**src/rtl/des_multi_pkg.sv**
```systemverilog
// des_multi_pkg: shared definitions for the DES multi-engine controller.
// Holds the CPU opcodes, the command-FSM and per-core FSM state encodings,
// and the helper that sizes core-index fields.
package des_multi_pkg;

    localparam logic [3:0] OP_SET_REGION = 4'd0;
    localparam logic [3:0] OP_START      = 4'd1;
    localparam logic [3:0] OP_START_ALL  = 4'd2;
    localparam logic [3:0] OP_RESTART    = 4'd3;

    typedef enum logic {
        CMD_IDLE = 1'b0,
        CMD_ACK  = 1'b1
    } cmd_state_t;

    typedef enum logic [1:0] {
        CORE_IDLE    = 2'd0,
        CORE_RUNNING = 2'd1,
        CORE_PENDING = 2'd2
    } core_state_t;

    // Width of a core index; never below one bit so single-core builds still
    // have a legal result_core port.
    function automatic int idx_width(input int n);
        return (n <= 2) ? 1 : $clog2(n);
    endfunction

endpackage

```
**src/rtl/des_multi_core_ctrl_if.sv**
```systemverilog
// des_multi_core_ctrl_if: CPU-side bundle of the DES multi-engine controller.
//   cmd/cmd_valid/region/cmd_read : four-phase command handshake
//   cmd_err, busy                 : status
//   result_*                      : arbitrated result port
//   cmd_state_dbg, core_state_dbg : FSM state taps (2 bits per core)
//
// Handshakes: the command side is four-phase -- the CPU holds cmd_valid (and
// cmd/region) until it sees cmd_read, then drops cmd_valid; cmd_read drops the
// cycle after cmd_valid is sampled low. The result side is valid/ready -- a
// result transfers on a clock edge where result_valid and result_ready are
// both 1; while result_valid=1 and result_ready=0 the slot holds stable.
interface des_multi_core_ctrl_if #(
    parameter int NUM_CORES = 4
);
    import des_multi_pkg::*;

    localparam int IDX_W = idx_width(NUM_CORES);

    logic [31:0]            cmd;
    logic                   cmd_valid;
    logic [31:0]            region;
    logic                   cmd_read;
    logic                   cmd_err;
    logic                   busy;
    logic                   result_valid;
    logic                   result_ready;
    logic [IDX_W-1:0]       result_core;
    logic [63:0]            result_counter;
    logic [63:0]            result_ciphertext;
    cmd_state_t             cmd_state_dbg;
    logic [2*NUM_CORES-1:0] core_state_dbg;

    modport master (
        output cmd, cmd_valid, region, result_ready,
        input  cmd_read, cmd_err, busy, result_valid, result_core,
               result_counter, result_ciphertext, cmd_state_dbg, core_state_dbg
    );

    modport slave (
        input  cmd, cmd_valid, region, result_ready,
        output cmd_read, cmd_err, busy, result_valid, result_core,
               result_counter, result_ciphertext, cmd_state_dbg, core_state_dbg
    );

endinterface

```
**src/rtl/des_rr_arbiter.sv**
```systemverilog
// des_rr_arbiter: round-robin arbiter over NUM_CORES requests.
//   req       in  pending-result request vector
//   en        in  a grant may be issued this cycle
//   grant     out one-hot grant (zero when disabled or nothing requests)
//   grant_idx out index of the granted requester
// The search starts one past the last granted index; after reset the last
// grant is NUM_CORES-1 so core 0 has first priority.
module des_rr_arbiter
    import des_multi_pkg::*;
#(
    parameter int NUM_CORES = 4,
    localparam int IDX_W = idx_width(NUM_CORES)
) (
    input  logic                 clk,
    input  logic                 rst,
    input  logic [NUM_CORES-1:0] req,
    input  logic                 en,
    output logic [NUM_CORES-1:0] grant,
    output logic [IDX_W-1:0]     grant_idx
);

    logic [IDX_W-1:0] last_q;
    logic [IDX_W-1:0] j;
    logic             found;

    always_comb begin
        grant     = '0;
        grant_idx = last_q;
        found     = 1'b0;
        j         = '0;
        if (en) begin
            for (int k = 1; k <= NUM_CORES; k++) begin
                j = IDX_W'((int'(last_q) + k) % NUM_CORES);
                if (!found && req[j]) begin
                    found     = 1'b1;
                    grant[j]  = 1'b1;
                    grant_idx = j;
                end
            end
        end
    end

    always_ff @(posedge clk) begin
        if (rst) begin
            last_q <= IDX_W'(NUM_CORES - 1);
        end else if (|grant) begin
            last_q <= grant_idx;
        end
    end

endmodule

```
**src/rtl/des_multi_core_ctrl.sv**
```systemverilog
// des_multi_core_ctrl: command decoder, per-engine FSMs, result capture and
// round-robin result slot for an array of DES key-search engines.
//   clk, rst        : clock, synchronous active-high reset
//   cpu             : CPU command/result bundle (slave side)
//   core_start      : one-cycle start pulse per engine
//   core_restart    : one-cycle restart pulse per engine
//   core_region     : per-engine region register, engine i at slice i
//   core_done       : engine finished (level or pulse, seen only while RUNNING)
//   core_counter    : per-engine counter, CNT_W bits each
//   core_ciphertext : per-engine ciphertext, 64 bits each
module des_multi_core_ctrl
    import des_multi_pkg::*;
#(
    parameter int NUM_CORES = 4,
    parameter int REGION_W  = 16,
    parameter int CNT_W     = 48
) (
    input  logic                          clk,
    input  logic                          rst,
    des_multi_core_ctrl_if.slave          cpu,
    output logic [NUM_CORES-1:0]          core_start,
    output logic [NUM_CORES-1:0]          core_restart,
    output logic [NUM_CORES*REGION_W-1:0] core_region,
    input  logic [NUM_CORES-1:0]          core_done,
    input  logic [NUM_CORES*CNT_W-1:0]    core_counter,
    input  logic [NUM_CORES*64-1:0]       core_ciphertext
);

    localparam int IDX_W = idx_width(NUM_CORES);

    cmd_state_t           cmd_state, cmd_state_nxt;
    core_state_t          core_state     [NUM_CORES];
    core_state_t          core_state_nxt [NUM_CORES];
    logic [3:0]           op, idx;
    logic                 idx_ok, cmd_fire, restart_fire, err_set;
    logic [NUM_CORES-1:0] start_vec, req, grant, capture;
    logic                 arb_en, cmd_err_q, result_valid_q;
    logic [IDX_W-1:0]     grant_idx, result_core_q;
    logic [63:0]          grant_cnt, grant_ct, result_cnt_q, result_ct_q;
    logic [REGION_W-1:0]  region_q [NUM_CORES];
    logic [63:0]          cap_cnt  [NUM_CORES];
    logic [63:0]          cap_ct   [NUM_CORES];
    logic                 unused_bits;

    // Only cmd[11:8], cmd[3:0] and region[REGION_W-1:0] carry meaning.
    assign unused_bits = ^{cpu.cmd, cpu.region};

    // ---------------- command FSM ----------------
    always_ff @(posedge clk) begin
        if (rst) cmd_state <= CMD_IDLE;
        else     cmd_state <= cmd_state_nxt;
    end

    always_comb begin
        cmd_state_nxt = cmd_state;
        case (cmd_state)
            CMD_IDLE: if (cpu.cmd_valid)  cmd_state_nxt = CMD_ACK;
            CMD_ACK:  if (!cpu.cmd_valid) cmd_state_nxt = CMD_IDLE;
            default:  cmd_state_nxt = CMD_IDLE;
        endcase
    end

    // The command acts exactly once, on the IDLE->ACK edge.
    always_comb begin
        cpu.cmd_read = (cmd_state == CMD_ACK);
        cmd_fire     = (cmd_state == CMD_IDLE) && cpu.cmd_valid;
    end

    // ---------------- command decode ----------------
    always_comb begin
        op           = cpu.cmd[3:0];
        idx          = cpu.cmd[11:8];
        idx_ok       = int'(idx) < NUM_CORES;
        start_vec    = '0;
        err_set      = 1'b0;
        restart_fire = 1'b0;
        if (cmd_fire) begin
            case (op)
                OP_SET_REGION: if (!idx_ok) err_set = 1'b1;
                OP_START: begin
                    if (!idx_ok) err_set = 1'b1;
                    for (int i = 0; i < NUM_CORES; i++) begin
                        if (idx_ok && int'(idx) == i) begin
                            if (core_state[i] == CORE_IDLE) start_vec[i] = 1'b1;
                            else                            err_set      = 1'b1;
                        end
                    end
                end
                OP_START_ALL: begin
                    for (int i = 0; i < NUM_CORES; i++)
                        start_vec[i] = (core_state[i] == CORE_IDLE);
                end
                OP_RESTART: restart_fire = 1'b1;
                default:    err_set = 1'b1;
            endcase
        end
    end

    // ---------------- per-core FSMs ----------------
    always_ff @(posedge clk) begin
        for (int i = 0; i < NUM_CORES; i++) begin
            if (rst) core_state[i] <= CORE_IDLE;
            else     core_state[i] <= core_state_nxt[i];
        end
    end

    // RESTART overrides every other transition on the same edge.
    always_comb begin
        for (int i = 0; i < NUM_CORES; i++) begin
            core_state_nxt[i] = core_state[i];
            if (restart_fire) begin
                core_state_nxt[i] = CORE_IDLE;
            end else begin
                case (core_state[i])
                    CORE_IDLE:    if (start_vec[i]) core_state_nxt[i] = CORE_RUNNING;
                    CORE_RUNNING: if (core_done[i]) core_state_nxt[i] = CORE_PENDING;
                    CORE_PENDING: if (grant[i])     core_state_nxt[i] = CORE_IDLE;
                    default:                        core_state_nxt[i] = CORE_IDLE;
                endcase
            end
        end
    end

    always_comb begin
        for (int i = 0; i < NUM_CORES; i++) begin
            req[i]     = (core_state[i] == CORE_PENDING);
            capture[i] = (core_state[i] == CORE_RUNNING) && core_done[i] && !restart_fire;
            cpu.core_state_dbg[2*i +: 2] = core_state[i];
        end
        cpu.cmd_state_dbg = cmd_state;
        cpu.busy          = result_valid_q || (req != '0);
        for (int i = 0; i < NUM_CORES; i++)
            if (core_state[i] == CORE_RUNNING) cpu.busy = 1'b1;
    end

    // ---------------- capture, regions, pulses, error ----------------
    always_ff @(posedge clk) begin
        for (int i = 0; i < NUM_CORES; i++) begin
            if (rst) begin
                cap_cnt[i]  <= '0;
                cap_ct[i]   <= '0;
                region_q[i] <= '0;
            end else begin
                if (capture[i]) begin
                    cap_cnt[i] <= 64'(core_counter[i*CNT_W +: CNT_W]);
                    cap_ct[i]  <= core_ciphertext[i*64 +: 64];
                end
                if (cmd_fire && op == OP_SET_REGION && idx_ok && int'(idx) == i)
                    region_q[i] <= cpu.region[REGION_W-1:0];
            end
        end
    end

    always_ff @(posedge clk) begin
        if (rst) begin
            core_start   <= '0;
            core_restart <= '0;
            cmd_err_q    <= 1'b0;
        end else begin
            core_start   <= start_vec;
            core_restart <= {NUM_CORES{restart_fire}};
            cmd_err_q    <= restart_fire ? 1'b0 : (cmd_err_q | err_set);
        end
    end

    for (genvar g = 0; g < NUM_CORES; g++) begin : g_region
        assign core_region[g*REGION_W +: REGION_W] = region_q[g];
    end

    // ---------------- result arbitration and slot ----------------
    // A grant may refill the slot when it is empty or being consumed this
    // edge, which gives one result per cycle without a bubble.
    assign arb_en = !restart_fire && (!result_valid_q || cpu.result_ready);

    des_rr_arbiter #(.NUM_CORES(NUM_CORES)) u_arb (
        .clk       (clk),
        .rst       (rst),
        .req       (req),
        .en        (arb_en),
        .grant     (grant),
        .grant_idx (grant_idx)
    );

    always_comb begin
        grant_cnt = '0;
        grant_ct  = '0;
        for (int i = 0; i < NUM_CORES; i++) begin
            if (grant[i]) begin
                grant_cnt = cap_cnt[i];
                grant_ct  = cap_ct[i];
            end
        end
    end

    always_ff @(posedge clk) begin
        if (rst || restart_fire) begin
            result_valid_q <= 1'b0;
            result_core_q  <= '0;
            result_cnt_q   <= '0;
            result_ct_q    <= '0;
        end else if (grant != '0) begin
            result_valid_q <= 1'b1;
            result_core_q  <= grant_idx;
            result_cnt_q   <= grant_cnt;
            result_ct_q    <= grant_ct;
        end else if (result_valid_q && cpu.result_ready) begin
            result_valid_q <= 1'b0;
        end
    end

    assign cpu.cmd_err           = cmd_err_q;
    assign cpu.result_valid      = result_valid_q;
    assign cpu.result_core       = result_core_q;
    assign cpu.result_counter    = result_cnt_q;
    assign cpu.result_ciphertext = result_ct_q;

endmodule

```
**src/flat_wrapper.sv**
```systemverilog
// flat-port wrapper written by rule: the top's interface ports become plain ports
module des_multi_core_ctrl_flat import des_multi_pkg::*;
#(
    parameter int NUM_CORES = 4,
    parameter int REGION_W  = 16,
    parameter int CNT_W     = 48
)
  (clk, rst, core_start, core_restart, core_region, core_done, core_counter, core_ciphertext, cpu_cmd, cpu_cmd_valid, cpu_region, cpu_result_ready, cpu_cmd_read, cpu_cmd_err, cpu_busy, cpu_result_valid, cpu_result_core, cpu_result_counter, cpu_result_ciphertext, cpu_cmd_state_dbg, cpu_core_state_dbg);
  des_multi_core_ctrl_if #(.NUM_CORES(NUM_CORES)) cpu_i ();
  input  logic clk;
  input  logic rst;
  output logic [NUM_CORES-1:0] core_start;
  output logic [NUM_CORES-1:0] core_restart;
  output logic [NUM_CORES*REGION_W-1:0] core_region;
  input  logic [NUM_CORES-1:0] core_done;
  input  logic [NUM_CORES*CNT_W-1:0] core_counter;
  input  logic [NUM_CORES*64-1:0] core_ciphertext;
  input wire logic [$bits(cpu_i.cmd)-1:0] cpu_cmd;
  input wire logic [$bits(cpu_i.cmd_valid)-1:0] cpu_cmd_valid;
  input wire logic [$bits(cpu_i.region)-1:0] cpu_region;
  input wire logic [$bits(cpu_i.result_ready)-1:0] cpu_result_ready;
  output wire logic [$bits(cpu_i.cmd_read)-1:0] cpu_cmd_read;
  output wire logic [$bits(cpu_i.cmd_err)-1:0] cpu_cmd_err;
  output wire logic [$bits(cpu_i.busy)-1:0] cpu_busy;
  output wire logic [$bits(cpu_i.result_valid)-1:0] cpu_result_valid;
  output wire logic [$bits(cpu_i.result_core)-1:0] cpu_result_core;
  output wire logic [$bits(cpu_i.result_counter)-1:0] cpu_result_counter;
  output wire logic [$bits(cpu_i.result_ciphertext)-1:0] cpu_result_ciphertext;
  output wire logic [$bits(cpu_i.cmd_state_dbg)-1:0] cpu_cmd_state_dbg;
  output wire logic [$bits(cpu_i.core_state_dbg)-1:0] cpu_core_state_dbg;
  assign cpu_i.cmd = cpu_cmd;
  assign cpu_i.cmd_valid = cpu_cmd_valid;
  assign cpu_i.region = cpu_region;
  assign cpu_i.result_ready = cpu_result_ready;
  assign cpu_cmd_read = cpu_i.cmd_read;
  assign cpu_cmd_err = cpu_i.cmd_err;
  assign cpu_busy = cpu_i.busy;
  assign cpu_result_valid = cpu_i.result_valid;
  assign cpu_result_core = cpu_i.result_core;
  assign cpu_result_counter = cpu_i.result_counter;
  assign cpu_result_ciphertext = cpu_i.result_ciphertext;
  assign cpu_cmd_state_dbg = cpu_i.cmd_state_dbg;
  assign cpu_core_state_dbg = cpu_i.core_state_dbg;
  des_multi_core_ctrl #(.NUM_CORES(NUM_CORES), .REGION_W(REGION_W), .CNT_W(CNT_W)) u_core (.clk(clk), .rst(rst), .cpu(cpu_i), .core_start(core_start), .core_restart(core_restart), .core_region(core_region), .core_done(core_done), .core_counter(core_counter), .core_ciphertext(core_ciphertext));
endmodule
```
**config.mk**
```make
export PLATFORM = sky130hd
export DESIGN_NAME = des_multi_core_ctrl_flat
export DESIGN_NICKNAME = d
export VERILOG_FILES = /design/src/rtl/des_multi_pkg.sv /design/src/rtl/des_multi_core_ctrl_if.sv /design/src/rtl/des_rr_arbiter.sv /design/src/rtl/des_multi_core_ctrl.sv /design/src/flat_wrapper.sv
export SDC_FILE = /design/constraint.sdc
export NUM_CORES = 1
export LEC_CHECK = 0
export ABC_AREA = 1
export CORE_AREA = 5 5 280 282
export CTS_CLUSTER_SIZE = 14
export DETAILED_ROUTE_END_ITERATION = 16
export DIE_AREA = 0 0 285 287
export PLACE_DENSITY = 0.68
export SLEW_MARGIN = 20
export SYNTH_ARGS = -nofsm -noshare
export SYNTH_HDL_FRONTEND = slang
export SYNTH_SLANG_ARGS = --single-unit
```
**constraint.sdc**
```tcl
create_clock -name clk -period 4.9 [get_ports clk]
set_input_delay 0.98 -clock clk [delete_from_list [all_inputs] [get_ports clk]]
set_output_delay 0.98 -clock clk [all_outputs]
set_load 0.01 [all_outputs]
```
Yosys cells after proc, flatten, opt, wreduce, memory -nomap -nowiden
Memory sizes are Yosys's and may differ from the RTL's. Index checks and enable logic that the tools add are counted.

Register bits after elaboration: 140. Memory bits (writable): 520. Input bits: 520. Output and inout port bits: 215. Memories: 4.

Add/sub/neg operators: 4. Magnitude comparators: 9. Equal/unequal tests: 14. Muxes and demuxes: 138. Bitwise gates (word level): 21. Reduce and logical (&&, ||, !) cells: 48.

Memories: u_core.cap_ct (depth 4, bits a word 64, read ports 4, clocked after memory_dff 0, write ports 4, RTL line des_multi_core_ctrl.sv:42) `logic [63:0] cap_ct [NUM_CORES];`; u_core.cap_cnt (depth 4, bits a word 48, read ports 4, clocked after memory_dff 0, write ports 4, RTL line des_multi_core_ctrl.sv:41) `logic [63:0] cap_cnt [NUM_CORES];`; u_core.region_q (depth 4, bits a word 16, read ports 4, clocked after memory_dff 0, write ports 4, RTL line des_multi_core_ctrl.sv:40) `logic [REGION_W-1:0] region_q [NUM_CORES];`; u_core.core_state (depth 4, bits a word 2, read ports 4, clocked after memory_dff 0, write ports 4, RTL line des_multi_core_ctrl.sv:32) `core_state_t core_state [NUM_CORES];`.

Operators with widths (count): two-way mux 64 bit (12); two-way mux 48 bit (4); two-way mux 1 bit (70); two-way mux 16 bit (4); two-way mux 2 bit (25); two-way mux 4 bit (9); logical AND 1 bit (28); one-hot mux 2 bit (3 select lines) (4); OR 1 bit (17); == test 4 x 2 -> 1 bit (second input constant) (3); < comparator 2 x 3 -> 1 bit (second input constant) (4); OR 4 bit (3); binary-select mux 1 bit (select 2 bit) (4); demux 1 bit (select 2 bit) (4); == test 2 x 1 -> 1 bit (second input constant) (4); == test 2 bit (second input constant) (4); == test 4 x 3 -> 1 bit (second input constant) (2); greater-or-equal comparator 2 x 1 -> 1 bit (second input constant) (4); logical NOT 2 bit (4); logical NOT 4 bit (2); one-hot mux 4 bit (2 select lines) (1); nonzero test 4 bit (2); logical NOT 1 bit (5); adder 2 x 1 -> 2 bit (second input constant) (2); 9 further kinds (13).

Depth between registers and ports, before layout
Gate-level depths: netlist (run 1).

Depth in word-level cells: 22. Depth in mapped cells: 18. Depth with buffers taken out: 16.

Cells and area by module
From an unflattened synthesis (run 1), not the netlist that was laid out.

Cell total of the unflattened synthesis: 2828. Area total of the unflattened synthesis: 27764.1 um^2.

Modules (own cells, without submodules): des_multi_core_ctrl (times used 1, cells an instance 2721, area each 27077.2 um^2, seq. area each 17977.2 um^2); des_rr_arbiter (times used 1, cells an instance 107, area each 686.9 um^2, seq. area each 40.0 um^2).

Least setup slack after synthesis (run 1)
Ideal clock, no wire load.

Path kind: input-to-reg. From: input port cpu_cmd[3]. To: memory u_core.cap_cnt[0][0] in the netlist's numbering, enable pin. Arrival time: 3363 ps. Required time: 3894 ps. Path slack: 531 ps. Stages on the path: 4. Buffers on the path: 0. Cell sequence: nor2_1 > nand4_1 > nand2_1 > nand2_1.

RTL lines: start, declared (RTL line flat_wrapper.sv:18) `input wire logic [$bits(cpu_i.cmd)-1:0] cpu_cmd;`; end, declared (RTL line des_multi_core_ctrl.sv:41).

Worst setup path in the final report (run 1)
From: input port cpu_cmd[3]. To: register u_core.result_cnt_q[43], in the netlist u_core.cpu.result_counter[43].

Word-level cells in the longest chain between the ends: 10. Elaborated cells on any way between the ends: 12. Those cells by class: eq/ne: 1; mux: 7; reduce/logical: 4.

RTL lines: == test 4 x 2 -> 1 bit * (RTL line des_multi_core_ctrl.sv:78) `case (op)`; two-way mux 1 bit * (RTL line des_multi_core_ctrl.sv:78); two-way mux 1 bit * (RTL line des_multi_core_ctrl.sv:77) `if (cmd_fire) begin`; logical NOT 1 bit (RTL line des_multi_core_ctrl.sv:173) `assign arb_en = !restart_fire && (!result_valid_q || cpu.result_ready);`; logical AND 1 bit (RTL line des_multi_core_ctrl.sv:173); two-way mux 4 bit (RTL line des_rr_arbiter.sv:31) `if (en) begin`; two-way mux 64 bit (4 in series) (RTL line des_multi_core_ctrl.sv:188) `if (grant[i]) begin`; end signal, assigned (RTL line des_multi_core_ctrl.sv:204) `result_cnt_q <= grant_cnt;`; end, declared (RTL line des_multi_core_ctrl.sv:39) `logic [63:0] grant_cnt, grant_ct, result_cnt_q, result_ct_q;`.

Mark *: on every way between the ends. The rest lies on a longest branch, timed or not. A chain may end at the register's enable or synchronous reset.

==> metrics.csv, run 1 <==
metric,value,unit
DRC Markers,0,
"Max FO, Critical Path",95,
Num CTS Buffers,73,
HP Class,flop to flop,
antenna violations before repair,28,
fin crit period,3780,ps
hold path depth,2,
I/O Pins,735,
1st-pass router iterations,5,
Iter 0 DRT Violations,2302,
CTS tree,built,
Worst EP arrival,4250,ps
fill count,6817,
share of cells above drive strength 1,4.30,%
status,finished clean,
chip width,285,µm
global placement routability congestion,0.896,
post-synth cell types,32,
non-filler instance count after layout,5396,
Power Dens Cells,417,mW/mm²
H-tree depth,3,
deepest clock path buffer count,3,
synthesized cell area,0.0312,mm²
FF-to-FF Start,u_core.u_arb.last_q[0]$_SDFFE_PP1P_,
HPWL reported at the end of detailed placement,68.7,mm
final WL,105,mm
grt total ovfl,0,
max_slew headroom,32.4,%
TritonCTS Sinks,644,
Clock Skew,23.7,ps
Worst-Margin Slew,1010,ps
Critical Path Start Type,primary input,
largest net degree at the start of global routing,113,
Die Y,287,µm
Area after DPL,0.0389,mm²
syn_area_per_cell,8.30,µm²
nets,4868,
R2R setup slack,1220,ps
antenna-violating nets left,0,
hold_buf cts,0,
FF-to-FF path depth,14,
max_cap viols,0,
post-route cell area,0.0413,mm²
Die Area,0.0818,mm²
Tot GR Track Use,24.7,%
sequential fraction of the synthesis area,57.8,%
Area growth syn-to-layout,32.5,%
vias per cell,4.88,
Gate Count Post-Synth,3759,
leakage,0.0194,µW
Final Setup Violations,0,
Post-CTS Resized,0,
worst reg2reg path endpoint,u_core.cpu.result_ciphertext[29]$_SDFFE_PP0P_,
Initial Util,41.3,%
"area leader, netlist",edfxtp_1,
number of synthesized register bits,644,
YS warnings,0,
critical path class,primary input to flop,
drt wl/cell,19.5,µm
Max VDD drop,794,µV
vias in the first global route,25475,
Core Box Area,0.0754,mm²
area of the multi-input gates,0.00908,mm²
Sequential Area,0.0180,mm²
fmax,0.264,GHz
Placement Rows,101,
Synth area leaders,"edfxtp_1 (49%), nor2_1 (10%), inv_1 (10%)",
PortBufs,678,
Min-Delay Startpoint,u_core.cpu.cmd_err$_SDFF_PP0_,
clock-pin slew on the worst setup and hold paths,60,ps
Worst EP required,5370,ps
Fin. Hold Viols,0,
Setup Buffers After CTS,0,
Hold Slack,463,ps
Overall Power,17200,µW
"commonest non-fill, non-tap cells in the layout","nor2_1 (872), inv_1 (828), clkdlybuf4s50_1 (678)",
RSZ-0062 raised after global routing,no,
DR vias,26328,
placed cells,5243,
crit end category,flop,
ratio of final minimum period to clock period,77.2,%
post-synth top area share,49.3,%
worst skew pair latency,600,ps
fin. max-slew vios,0,
first-pass GRT wire length,155,mm
"commonest non-fill, non-tap cell in the layout",nor2_1,
setup TNS,0,ps
hold path endpoint,u_core.cpu.cmd_err$_SDFF_PP0_,
CTS Root Cell,clkbuf_16,
sequential cells by signal (all words and copies together) (netlist names):
| register | flops |
|---|---|
| u_core.cap_cnt | 192 |
| u_core.cap_ct | 256 |
| u_core.core_restart | 1 |
| u_core.core_start | 4 |
| u_core.core_state | 8 |
| u_core.cpu.cmd_err | 1 |
| u_core.cpu.cmd_read | 1 |
| u_core.cpu.result_ciphertext | 64 |
| u_core.cpu.result_core | 2 |
| u_core.cpu.result_counter | 48 |
| u_core.cpu.result_valid | 1 |
| u_core.region_q | 64 |
| u_core.u_arb.last_q | 2 |
per-layer routing:
metal / global-route usage [%] / share of wire (%)
met4: 8.95 / 3.2
met2: 41.9 / 49
met3: 5.87 / 8.8
met5: 0 / 0.12
met1: 31.0 / 39
logic make-up (layout without fill, tap and decap cells):
family	count (synthesis)	in the layout	share of synthesized area, %
xor+xnor	1	1	0.0281
compound gates	246	246	3.99
other cells	1	36	0.0120
simple gates	1790	1790	24.2
flops	644	644	57.8
buf+inv	1069	1693	13.7
fa+ha+maj	8	8	0.321
cells in the mapped netlist, drive strengths merged:
library cell and number:
nand4 1, a22o 1, xor2 1, dfxtp 132, nor2 877, a21oi 121
inv 836, ha 8, o211ai 1, nand3 269, o31ai 1, buf 156
nor4 2, o21ai 120, a211oi 1, edfxtp 512, nand2 522, nor3 7
clkinv 1, nand3b 112, conb 1, a22oi 1, clkbuf 76
worst max-delay path by stage:
stage               slack, ps       start                                    endpoint  cells after the start
global placement          590  cpu_cmd[3]         u_core.u_arb.last_q[1]$_SDFFE_PP1P_                     12
finish                   1120  cpu_cmd[3]  u_core.cpu.result_counter[43]$_SDFFE_PP0P_                     12
global route              900  cpu_cmd[3]         u_core.u_arb.last_q[1]$_SDFFE_PP1P_                     12
detailed placement        540  cpu_cmd[3]         u_core.u_arb.last_q[1]$_SDFFE_PP1P_                     12
floorplan                 530  cpu_cmd[3]          u_core.cap_cnt[0][0]$_SDFFCE_PN0P_                      4
CTS                      1190  cpu_cmd[3]         u_core.u_arb.last_q[1]$_SDFFE_PP1P_                     12
report_power, final:
part / leakage (µW) / switching (µW) / internal (µW)
Sequential: 0.00640 / 190 / 6310
Clock: 0.00117 / 2270 / 3240
Combinational: 0.0118 / 3280 / 1930
critical path: stages:
cell and delay, ps:
clkdlybuf4s50_1 430, nor2_1 420, nand4_1 410, nand2_1 330, inv_8 210, nand2_8 360, nand2_1 150, nor2_4 170
buf_12 330, nand2_1 120, nand2_1 90, a21oi_1 50
per-stage QoR:
stage	util [%]	setup WS, ps
after detailed placement	51.6	541
after floorplan	-	531
final	54.8	1120
after global routing	54.8	904
after CTS	54.7	1190
after global placement	51.6	595
area by class of cell:
| type | instances | share of cell area, % |
|---|---|---|
| Antenna cell | 20 | 0.121 |
| Clock buffer | 100 | 4.93 |
| Clock inverter | 33 | 0.802 |
| Inverter | 837 | 7.63 |
| Multi-Input combinational cell | 2061 | 22.0 |
| Sequential cell | 644 | 43.6 |
| Tap cell | 978 | 2.96 |
| Timing Repair Buffer | 723 | 18.0 |
Note: power is estimated with default switching activity, not from simulation.
==> run 2, diff against run 1 <==
- CORE_AREA: 5 5 280 282 -> 5 5 283 285
- DIE_AREA: 0 0 285 287 -> 0 0 288 290
- PLACE_DENSITY: 0.68 -> 0.7
- clock period: 4.9 -> 3.4 ns (I/O delays scaled with it)
==> metrics.csv, run 2 (same netlist as run 1, synthesis figures left out) <==
metric,value,unit
Area growth syn-to-layout,34.3,%
DR vias,26381,
"commonest non-fill, non-tap cells in the layout","nor2_1 (872), inv_1 (828), clkdlybuf4s50_1 (678)",
max_cap viols,0,
vias in the first global route,25736,
Max VDD drop,583,µV
max_slew headroom,41.0,%
vias per cell,4.82,
crit end category,primary output,
Core Box Area,0.0771,mm²
global placement routability congestion,0.883,
critical path class,flop to primary output,
Clock Skew,29.9,ps
"commonest non-fill, non-tap cell in the layout",nor2_1,
1st-pass router iterations,6,
Worst-Margin Slew,885,ps
H-tree depth,3,
grt total ovfl,0,
Fin. Hold Viols,0,
Num CTS Buffers,71,
Setup Buffers After CTS,0,
PortBufs,678,
share of cells above drive strength 1,4.88,%
HPWL reported at the end of detailed placement,69.3,mm
Power Dens Cells,605,mW/mm²
"Max FO, Critical Path",8,
fmax,0.339,GHz
hold_buf cts,0,
worst skew pair latency,610,ps
Die Y,290,µm
CTS tree,built,
non-filler instance count after layout,5475,
placed cells,5335,
Iter 0 DRT Violations,2553,
Top Registers,"u_core.cap_ct x256, u_core.cap_cnt x192",
I/O Pins,735,
fin crit period,2950,ps
Biggest register,u_core.cap_ct,
nets,4896,
drt wl/cell,19.4,µm
leakage,0.0196,µW
first-pass GRT wire length,156,mm
largest net degree at the start of global routing,96,
final WL,106,mm
antenna violations before repair,12,
Final Setup Violations,0,
Initial Util,40.5,%
Worst EP required,2720,ps
Placement Rows,102,
status,finished clean,
utilization after layout,54.3,%
DRC Markers,0,
chip width,288,µm
Die Area,0.0835,mm²
ratio of final minimum period to clock period,86.7,%
fin. max-slew vios,0,
TritonCTS Sinks,644,
RSZ-0062 raised after global routing,no,
antenna-violating nets left,0,
setup TNS,0,ps
max reg flops,256,
Critical Path Start Type,flop,
HP Class,flop to flop,
fill count,7007,
Post-CTS Resized,0,
deepest clock path buffer count,3,
Tot GR Track Use,24.3,%
CTS Root Cell,clkbuf_16,
Worst EP arrival,2270,ps
clock-pin slew on the worst setup and hold paths,60,ps
## run 2: cell count changes in the layout (fill, tap and decap cells not counted), moves of 3 or more
cell | previous run | this run
buf_4 | 20 | 39
clkbuf_8 | 11 | 8
diode_2 | 20 | 8
nand2_8 | 1 | 5
clkinv_2 | 14 | 10
clkinv_1 | 7 | 11
nand2_4 | 11 | 7
inv_6 | 5 | 0
buf_12 | 25 | 36
## run 2: stage by stage
| stage | hold slack (ps) | setup WS [ps] | power (µW) | instance area [µm²] |
|---|---|---|---|---|
| 2_1_floorplan | 474 | 452 | 14200 | 31200 |
| 3_3_place_gp | 450 | 142 | 17200 | 39400 |
| 3_5_place_dp | 463 | 110 | 17300 | 39400 |
| 4_1_cts | 472 | 406 | 25500 | 41900 |
| 5_1_grt | 502 | 227 | 26700 | 41900 |
| 6_report | 472 | 453 | 25300 | 41900 |
## run 2: worst paths after layout
| kind | from | cells past startpoint | to | slack, ps |
|---|---|---|---|---|
| setup / recovery | u_core.core_state[3][1]$_SDFFE_PP0P_ | 4 | cpu_busy | 450 |
| hold reg to reg | u_core.cpu.cmd_err$_SDFF_PP0_ | 2 | u_core.cpu.cmd_err$_SDFF_PP0_ | 470 |
| setup reg to reg | u_core.u_arb.last_q[1]$_SDFFE_PP1P_ | 18 | u_core.cpu.result_ciphertext[25]$_SDFFE_PP0P_ | 460 |
| hold / removal | u_core.cpu.cmd_err$_SDFF_PP0_ | 2 | u_core.cpu.cmd_err$_SDFF_PP0_ | 470 |
## run 2: layer usage
metal / vias up / routed length, µm / global-route usage (%)
li1: 12695 / - / -
met1: 12338 / 41700 / 31.0
met2: 1171 / 51700 / 41.3
met3: 171 / 9570 / 5.09
met4: 6 / 2980 / 8.00
met5: - / 40 / 0
## run 2: area by class of cell
cell class | instances | area, µm² | area share, %
sequential | 644 | 18000 | 43.0
multi-input combinational | 2061 | 9110 | 21.8
timing repair buffer | 753 | 7800 | 18.6
inverter | 837 | 3150 | 7.53
clock buffer | 97 | 2040 | 4.87
tap | 1040 | 1300 | 3.11
clock inverter | 35 | 438 | 1.05
antenna | 8 | 20.0 | 0.0478
## run 2: critical path, cell delays in order, from the launching register on
cell             delay [ps]
dfxtp_1                 530
nor2_1                  130
nor4_1                  280
nand3_1                 150
clkdlybuf4s50_1         570
## run 2: power breakdown
| part | internal [µW] | switching, µW |
|---|---|---|
| registers | 9090 | 265 |
| logic | 2990 | 4810 |
| clock network | 4860 | 3310 |
